--- src/rtl/cpu_pkg.sv ---
// Shared CPU definitions: cpustate encodings and default memory geometry.
package cpu_pkg;

  typedef enum logic [1:0] {
    CS_IDLE  = 2'b00,
    CS_IN    = 2'b01,
    CS_CHECK = 2'b10,
    CS_RUN   = 2'b11
  } cpustate_t;

  localparam int unsigned DEFAULT_DEPTH = 256;
  localparam int unsigned DATA_W        = 8;

endpackage

--- src/rtl/mem_array.sv ---
// DEPTH x 8 storage: one synchronous write port, two combinational read ports.
// Ports:
//   clk                          write clock
//   we / waddr / wdata           write port (muxed by the parent)
//   cpu_raddr / cpu_rdata_c      CPU read port
//   chk_raddr / chk_rdata_c      check-mode read port
module mem_array
  import cpu_pkg::*;
#(
  parameter  int unsigned DEPTH = DEFAULT_DEPTH,
  localparam int unsigned AW    = $clog2(DEPTH)
) (
  input  logic              clk,
  input  logic              we,
  input  logic [AW-1:0]     waddr,
  input  logic [DATA_W-1:0] wdata,
  input  logic [AW-1:0]     cpu_raddr,
  output logic [DATA_W-1:0] cpu_rdata_c,
  input  logic [AW-1:0]     chk_raddr,
  output logic [DATA_W-1:0] chk_rdata_c
);

  logic [DATA_W-1:0] mem [DEPTH];

  // Contents are deliberately never reset.
  always_ff @(posedge clk) begin
    if (we) begin
      mem[waddr] <= wdata;
    end
  end

  assign cpu_rdata_c = mem[cpu_raddr];
  assign chk_rdata_c = mem[chk_raddr];

endmodule

--- src/rtl/mem_responder.sv ---
// CPU-side memory responder: RUN-mode read/write, IN-mode program byte
// loading, CHECK-mode registered readback.
// Optional feature macro: MEM_RESPONDER_CHECKSUM_EN (XOR checksum on ld_sum;
// when undefined ld_sum is tied to zero).
// Ports:
//   clk, reset (async, active-low)
//   cpustate            CPU mode (IDLE/IN/CHECK/RUN)
//   addr, read, write   CPU address and strobes (RUN only; low AW bits used)
//   bus_in              write data; mem_out/mem_oe read data and drive enable
//   in_valid/in_data/in_ready   program-load byte stream (IN only)
//   chk_addr/chk_data   CHECK-mode readback, one-cycle latency
//   ld_count/ld_wrap/ld_sum     load statistics since last IN entry
module mem_responder
  import cpu_pkg::*;
#(
  parameter  int unsigned DEPTH = DEFAULT_DEPTH,
  localparam int unsigned AW    = $clog2(DEPTH)
) (
  input  logic              clk,
  input  logic              reset,
  input  logic [1:0]        cpustate,
  input  logic [15:0]       addr,
  input  logic              read,
  input  logic              write,
  input  logic [DATA_W-1:0] bus_in,
  output logic [DATA_W-1:0] mem_out,
  output logic              mem_oe,
  input  logic              in_valid,
  input  logic [DATA_W-1:0] in_data,
  output logic              in_ready,
  input  logic [AW-1:0]     chk_addr,
  output logic [DATA_W-1:0] chk_data,
  output logic [AW:0]       ld_count,
  output logic              ld_wrap,
  output logic [DATA_W-1:0] ld_sum
);

  localparam int unsigned   CW       = AW + 1;
  localparam logic [CW-1:0] CNT_MAX  = CW'(DEPTH);
  localparam logic [AW-1:0] PTR_LAST = AW'(DEPTH - 1);

  cpustate_t         mode_c;
  cpustate_t         prev_state;
  cpustate_t         prev_state_nxt;
  logic              in_entry_c;
  logic              accept_c;
  logic [AW-1:0]     ld_ptr;
  logic [AW-1:0]     ld_ptr_nxt;
  logic [AW-1:0]     ptr_base_c;
  logic [CW-1:0]     ld_count_nxt;
  logic [CW-1:0]     count_base_c;
  logic              ld_wrap_nxt;
  logic              mem_we_c;
  logic [AW-1:0]     mem_waddr_c;
  logic [DATA_W-1:0] mem_wdata_c;
  logic [DATA_W-1:0] cpu_rdata_c;
  logic [DATA_W-1:0] chk_rdata_c;
  logic              unused_addr_hi;

  assign mode_c         = cpustate_t'(cpustate);
  assign unused_addr_hi = ^addr[15:AW];

  // Mode tracker state register: previous cpustate, for IN-entry detection.
  always_ff @(posedge clk or negedge reset) begin
    if (!reset) begin
      prev_state <= CS_IDLE;
    end else begin
      prev_state <= prev_state_nxt;
    end
  end

  // Next-state, load bookkeeping, write-port mux and CPU bus outputs.
  always_comb begin
    prev_state_nxt = prev_state;
    in_entry_c     = 1'b0;
    accept_c       = 1'b0;
    ptr_base_c     = ld_ptr;
    count_base_c   = ld_count;
    ld_ptr_nxt     = ld_ptr;
    ld_count_nxt   = ld_count;
    ld_wrap_nxt    = ld_wrap;
    mem_we_c       = 1'b0;
    mem_waddr_c    = '0;
    mem_wdata_c    = '0;
    mem_oe         = 1'b0;
    mem_out        = '0;
    in_ready       = 1'b0;

    prev_state_nxt = mode_c;
    in_entry_c     = (mode_c == CS_IN) && (prev_state != CS_IN);
    in_ready       = reset && (mode_c == CS_IN);
    accept_c       = in_ready && in_valid;

    // Entering IN restarts the load as if the counters were already clear,
    // so a byte accepted on the entry cycle lands at address 0.
    if (in_entry_c) begin
      ptr_base_c   = '0;
      count_base_c = '0;
      ld_wrap_nxt  = 1'b0;
    end
    ld_ptr_nxt   = ptr_base_c;
    ld_count_nxt = count_base_c;

    if (accept_c) begin
      ld_ptr_nxt  = ptr_base_c + AW'(1);
      mem_we_c    = 1'b1;
      mem_waddr_c = ptr_base_c;
      mem_wdata_c = in_data;
      if (count_base_c != CNT_MAX) begin
        ld_count_nxt = count_base_c + CW'(1);
      end
      if (ptr_base_c == PTR_LAST) begin
        ld_wrap_nxt = 1'b1;
      end
    end

    // RUN: write wins over read; read data only driven for a pure read.
    if (reset && (mode_c == CS_RUN)) begin
      if (write) begin
        mem_we_c    = 1'b1;
        mem_waddr_c = addr[AW-1:0];
        mem_wdata_c = bus_in;
      end else if (read) begin
        mem_oe  = 1'b1;
        mem_out = cpu_rdata_c;
      end
    end
  end

  // Load counters and check-mode readback register.
  always_ff @(posedge clk or negedge reset) begin
    if (!reset) begin
      ld_ptr   <= '0;
      ld_count <= '0;
      ld_wrap  <= 1'b0;
      chk_data <= '0;
    end else begin
      ld_ptr   <= ld_ptr_nxt;
      ld_count <= ld_count_nxt;
      ld_wrap  <= ld_wrap_nxt;
      if (mode_c == CS_CHECK) begin
        chk_data <= chk_rdata_c;
      end
    end
  end

`ifdef MEM_RESPONDER_CHECKSUM_EN
  logic [DATA_W-1:0] sum_q;

  // Running XOR of accepted bytes since the most recent IN entry.
  always_ff @(posedge clk or negedge reset) begin
    if (!reset) begin
      sum_q <= '0;
    end else if (in_entry_c) begin
      sum_q <= accept_c ? in_data : '0;
    end else if (accept_c) begin
      sum_q <= sum_q ^ in_data;
    end
  end

  assign ld_sum = sum_q;
`else
  assign ld_sum = '0;
`endif

  mem_array #(
    .DEPTH (DEPTH)
  ) u_mem (
    .clk         (clk),
    .we          (mem_we_c),
    .waddr       (mem_waddr_c),
    .wdata       (mem_wdata_c),
    .cpu_raddr   (addr[AW-1:0]),
    .cpu_rdata_c (cpu_rdata_c),
    .chk_raddr   (chk_addr),
    .chk_rdata_c (chk_rdata_c)
  );

endmodule

--- config.mk ---
export PLATFORM = sky130hd
export DESIGN_NAME = mem_responder
export DESIGN_NICKNAME = d
export VERILOG_FILES = /design/src/rtl/cpu_pkg.sv /design/src/rtl/mem_array.sv /design/src/rtl/mem_responder.sv
export SDC_FILE = /design/constraint.sdc
export NUM_CORES = 2
export LEC_CHECK = 0
export ABC_CLOCK_PERIOD_IN_PS = 4100
export BUFFER_PORTS_ARGS = -buffer_cell sky130_fd_sc_hd__buf_2
export CORE_MARGIN = 5
export CORE_UTILIZATION = 50
export DETAILED_ROUTE_END_ITERATION = 8
export PLACE_DENSITY_LB_ADDON = 0.3
export SLEW_MARGIN = 25
export SYNTH_ARGS = -nofsm -noshare
export SYNTH_HDL_FRONTEND = slang
export SYNTH_SLANG_ARGS = --single-unit
--- constraint.sdc ---
create_clock -name clk -period 4.1 [get_ports clk]
set_clock_uncertainty 0.2 [all_clocks]
set_input_delay 0.82 -clock clk [delete_from_list [all_inputs] [get_ports clk]]
set_output_delay 0.82 -clock clk [all_outputs]
set_load 0.05 [all_outputs]
==> summary.txt <==
Outcome - finished, violations left
Failing checks - setup timing
Die Width - 451.8 um
Max Clk Rate - 0.2018 GHz
Core footprint - 194600 um2
Input/output buffers - 66
Async SR Flop Fraction - 0.01349
Clock tree buffer depth - 3
Mean Syn Cell Area - 18.84 um2
Unrepaired setup endpoints after global routing - yes
Max-cap check violation count - 0
Hold Vio Cnt, Final - 0
Gate Count Post-Synth - 5180
Clock Latency Late Sink - 0.86 ns
Primary FF master, synth - edfxtp_1
Placer Congestion - 1.002
Final WS setup - -0.8548 ns
Adder-cell area share of the yosys netlist - 0.0003847
Initial antenna violation count - 21
Vias per inst - 7.115
Hpwl dp - 234100 um
Pleak - 38.49 nW
Power Density - 404.9 nW/um2
Antenna Violating Nets Remaining - 0
CTS H-tree depth - 4
Rows - 162
Critical path peak fanout - 36
Hold Path Class - in2reg
Count of final setup violators - 8
Synth Register Bits - 2076
Seq/Total Area, Yosys - 0.6374
Warning count from the yosys run - 0
Total GRT Usage - 0.3270
Synth unique cells - 78
Worst-margin pin slew - 1.264 ns
Crit path capture type - output port
DR DRC count - 0
Clock slew at reported path FFs - 0.06 ns
CTS Root Cell - clkbuf_16
I/O pins - 83
Most frequent cell on the critical path - buf_4
Area Overhead vs Synth - 19.04%
Vias in the first global route - 62110
Main combinational cell family by area after synthesis - multiplexers
CTS tree - built
Worst slack at placement - -1.477 ns
Nets@finish - 6121
Post-Synth XOR/XNOR Area - 0.001167
Routed WL - 337000 um
Die Area - 204100 um2
CP cell instances - buf_16 -> buf_4 -> buf_12 -> mux4_2 -> o21ai_0 -> nand3_1 -> a41oi_2 -> o2bb2ai_4 -> buf_4 -> buf_4
Cell taking the most area after synthesis - edfxtp_1
Max stage delay on crit path - 0.59 ns
Starting Density - 0.5015
Layout cell share with drive strength beyond 1 - 0.3909
Mapped Area - 97580 um2
DR vias - 62710
Most frequent cells in the layout - edfxtp_1, mux4_2, buf_4
Complex-gate fraction of the synthesized area - 0.05405
Total power - 0.04704 W
First-pass GRT wire length - 471200 um
WS Path Type - in2out
Slowest library cell on the worst path - o21ai_0
Largest net degree at the start of global routing - 137
Slew HR - 0.1470
Synth Area in Simple Gates - 0.02843
Post-synth top area share - 0.6303
Clk sinks - 2076
Final slew viol count - 0
CTS Buf Count - 212
CP arrival - 3.93 ns
Startpoint Class - input port
Total grt overflow - 0
CP required - 3.08 ns
Mux cell area share after synthesis - 0.2500
Tmin final - 4.955 ns
Peak supply drop - 0.0005271 V
Final critical-path share of the clock period - 1.208
Most common cell after layout, fill and taps aside - edfxtp_1
Area contributors post-synth - edfxtp_1, mux4_2, mux2i_1
Initial DRT Pass Iterations - 8
EDFF count, synth - 2048
Routed length per instance - 38.23 um
Die height - 451.8 um
DR iter-0 viols - 10510
synth_stat cells (6+ instances only):
cell       count
edfxtp_1    2048
mux4_2       907
nor2_1       319
mux2i_1      309
a22oi_1      210
buf_2        165
a21oi_1      148
nand2_1      141
clkbuf_1     114
o21ai_0       78
o22ai_1       69
buf_4         46
o221ai_1      46
buf_6         45
a221oi_1      41
nand3_1       40
nor3_1        30
mux4_1        29
dfrtp_1       28
o211ai_1      28
a22o_1        27
buf_1         25
nor4_1        22
a211oi_1      18
and2_1        17
nand4_1       16
o2111ai_1     16
buf_8         13
clkbuf_8      11
nand2b_1      11
nor2b_1       10
buf_12         9
inv_1          9
mux2_2         8
xnor2_1        8
a2111oi_0      7
a31oi_1        7
o21ai_1        6
o31ai_1        6
or3_1          6
final timing paths:
kind / startpoint / to / slack (ns) / cells after the start
max: addr[1] / mem_out[7] / -0.85 / 10
min: in_valid / ld_ptr[0] / 0.28 / 4
max reg2reg: prev_state[1] / u_mem.mem[183][0] / 0.65 / 10
min reg2reg: ld_wrap / ld_wrap / 0.32 / 2
max in group asynchronous: reset / chk_data[3] / 2.88 / 3
min in group asynchronous: reset / prev_state[1] / 0.44 / 3
what timing repair did:
action | CTS | global route
endpoints found under the hold margin | 30 | 0
setup endpoints to repair | 8 | 8
resized for setup | 167 | 33
pin swaps | 37 | 22
hold buffers | 3 | 0
gates cloned | 7 | 3
buffers inserted | 32 | 18
power by group:
group          switching [W]  internal, W  total (W)
logic                0.00264      0.00190    0.00454
clock network        0.00832       0.0109     0.0192
registers          0.0000600       0.0232     0.0233
worst max-delay path, delay by kind of cell:
kind	cells	cell delay (ns)
AOI/OAI and AO/OA	3	1.18
buffers and inverters	5	1.00
muxes	1	0.53
and+or+nand+nor	1	0.36
through the flow:
| stage | instance area [um2] | setup TNS, ns | instances | util | hold WS, ns |
|---|---|---|---|---|---|
| finish | 116200 | -6.150 | 8813 | 0.5969 | 0.2774 |
| global route | 116100 | -6.096 | 8803 | 0.5968 | 0.2663 |
| CTS | 115800 | -5.318 | 8781 | 0.5949 | 0.2245 |
| detailed placement | 107600 | -40.94 | 8339 | 0.5527 | 0.3220 |
| global placement | 107500 | -36.06 | 8339 | 0.5526 | 0.3289 |
| floorplan | 97620 | -298.57 | 5187 | - | 0.3244 |
layout make-up:
cell class              count  area [um2]
well taps                2542        3181
fillers                 13950       78430
flip-flops and latches   2076       62200
diodes                     13       32.53
repair buffers           1099       10410
inverters                  12       46.29
multi-input cells        2670       33430
clock inverters           124        1102
clock buffers             277        5747
flip-flops by register name, summed over array words and instances (netlist names):
| name | flops |
|---|---|
| chk_data | 8 |
| u_mem.mem | 2048 |
| ld_wrap | 1 |
| ld_ptr | 8 |
| prev_state | 2 |
| ld_count | 9 |
cells by family after synthesis:
family / Yosys count
XOR/XNOR: 13
adder cells (fa/ha/maj): 3
multiplexers: 1254
buffers and inverters: 441
flip-flops: 2076
AO/OA/AOI/OAI: 755
AND/OR/NAND/NOR: 637
other: 1
metal layers:
metal,track usage,up-vias,share of wire
met1,0.4231,32310,0.34
met2,0.4916,5219,0.45
met3,0.09918,1090,0.14
li1,-,24080,-
met5,0,-,0.00020
met4,0.1974,10,0.076
No activity file was read; power rests on OpenSTA's default activity.
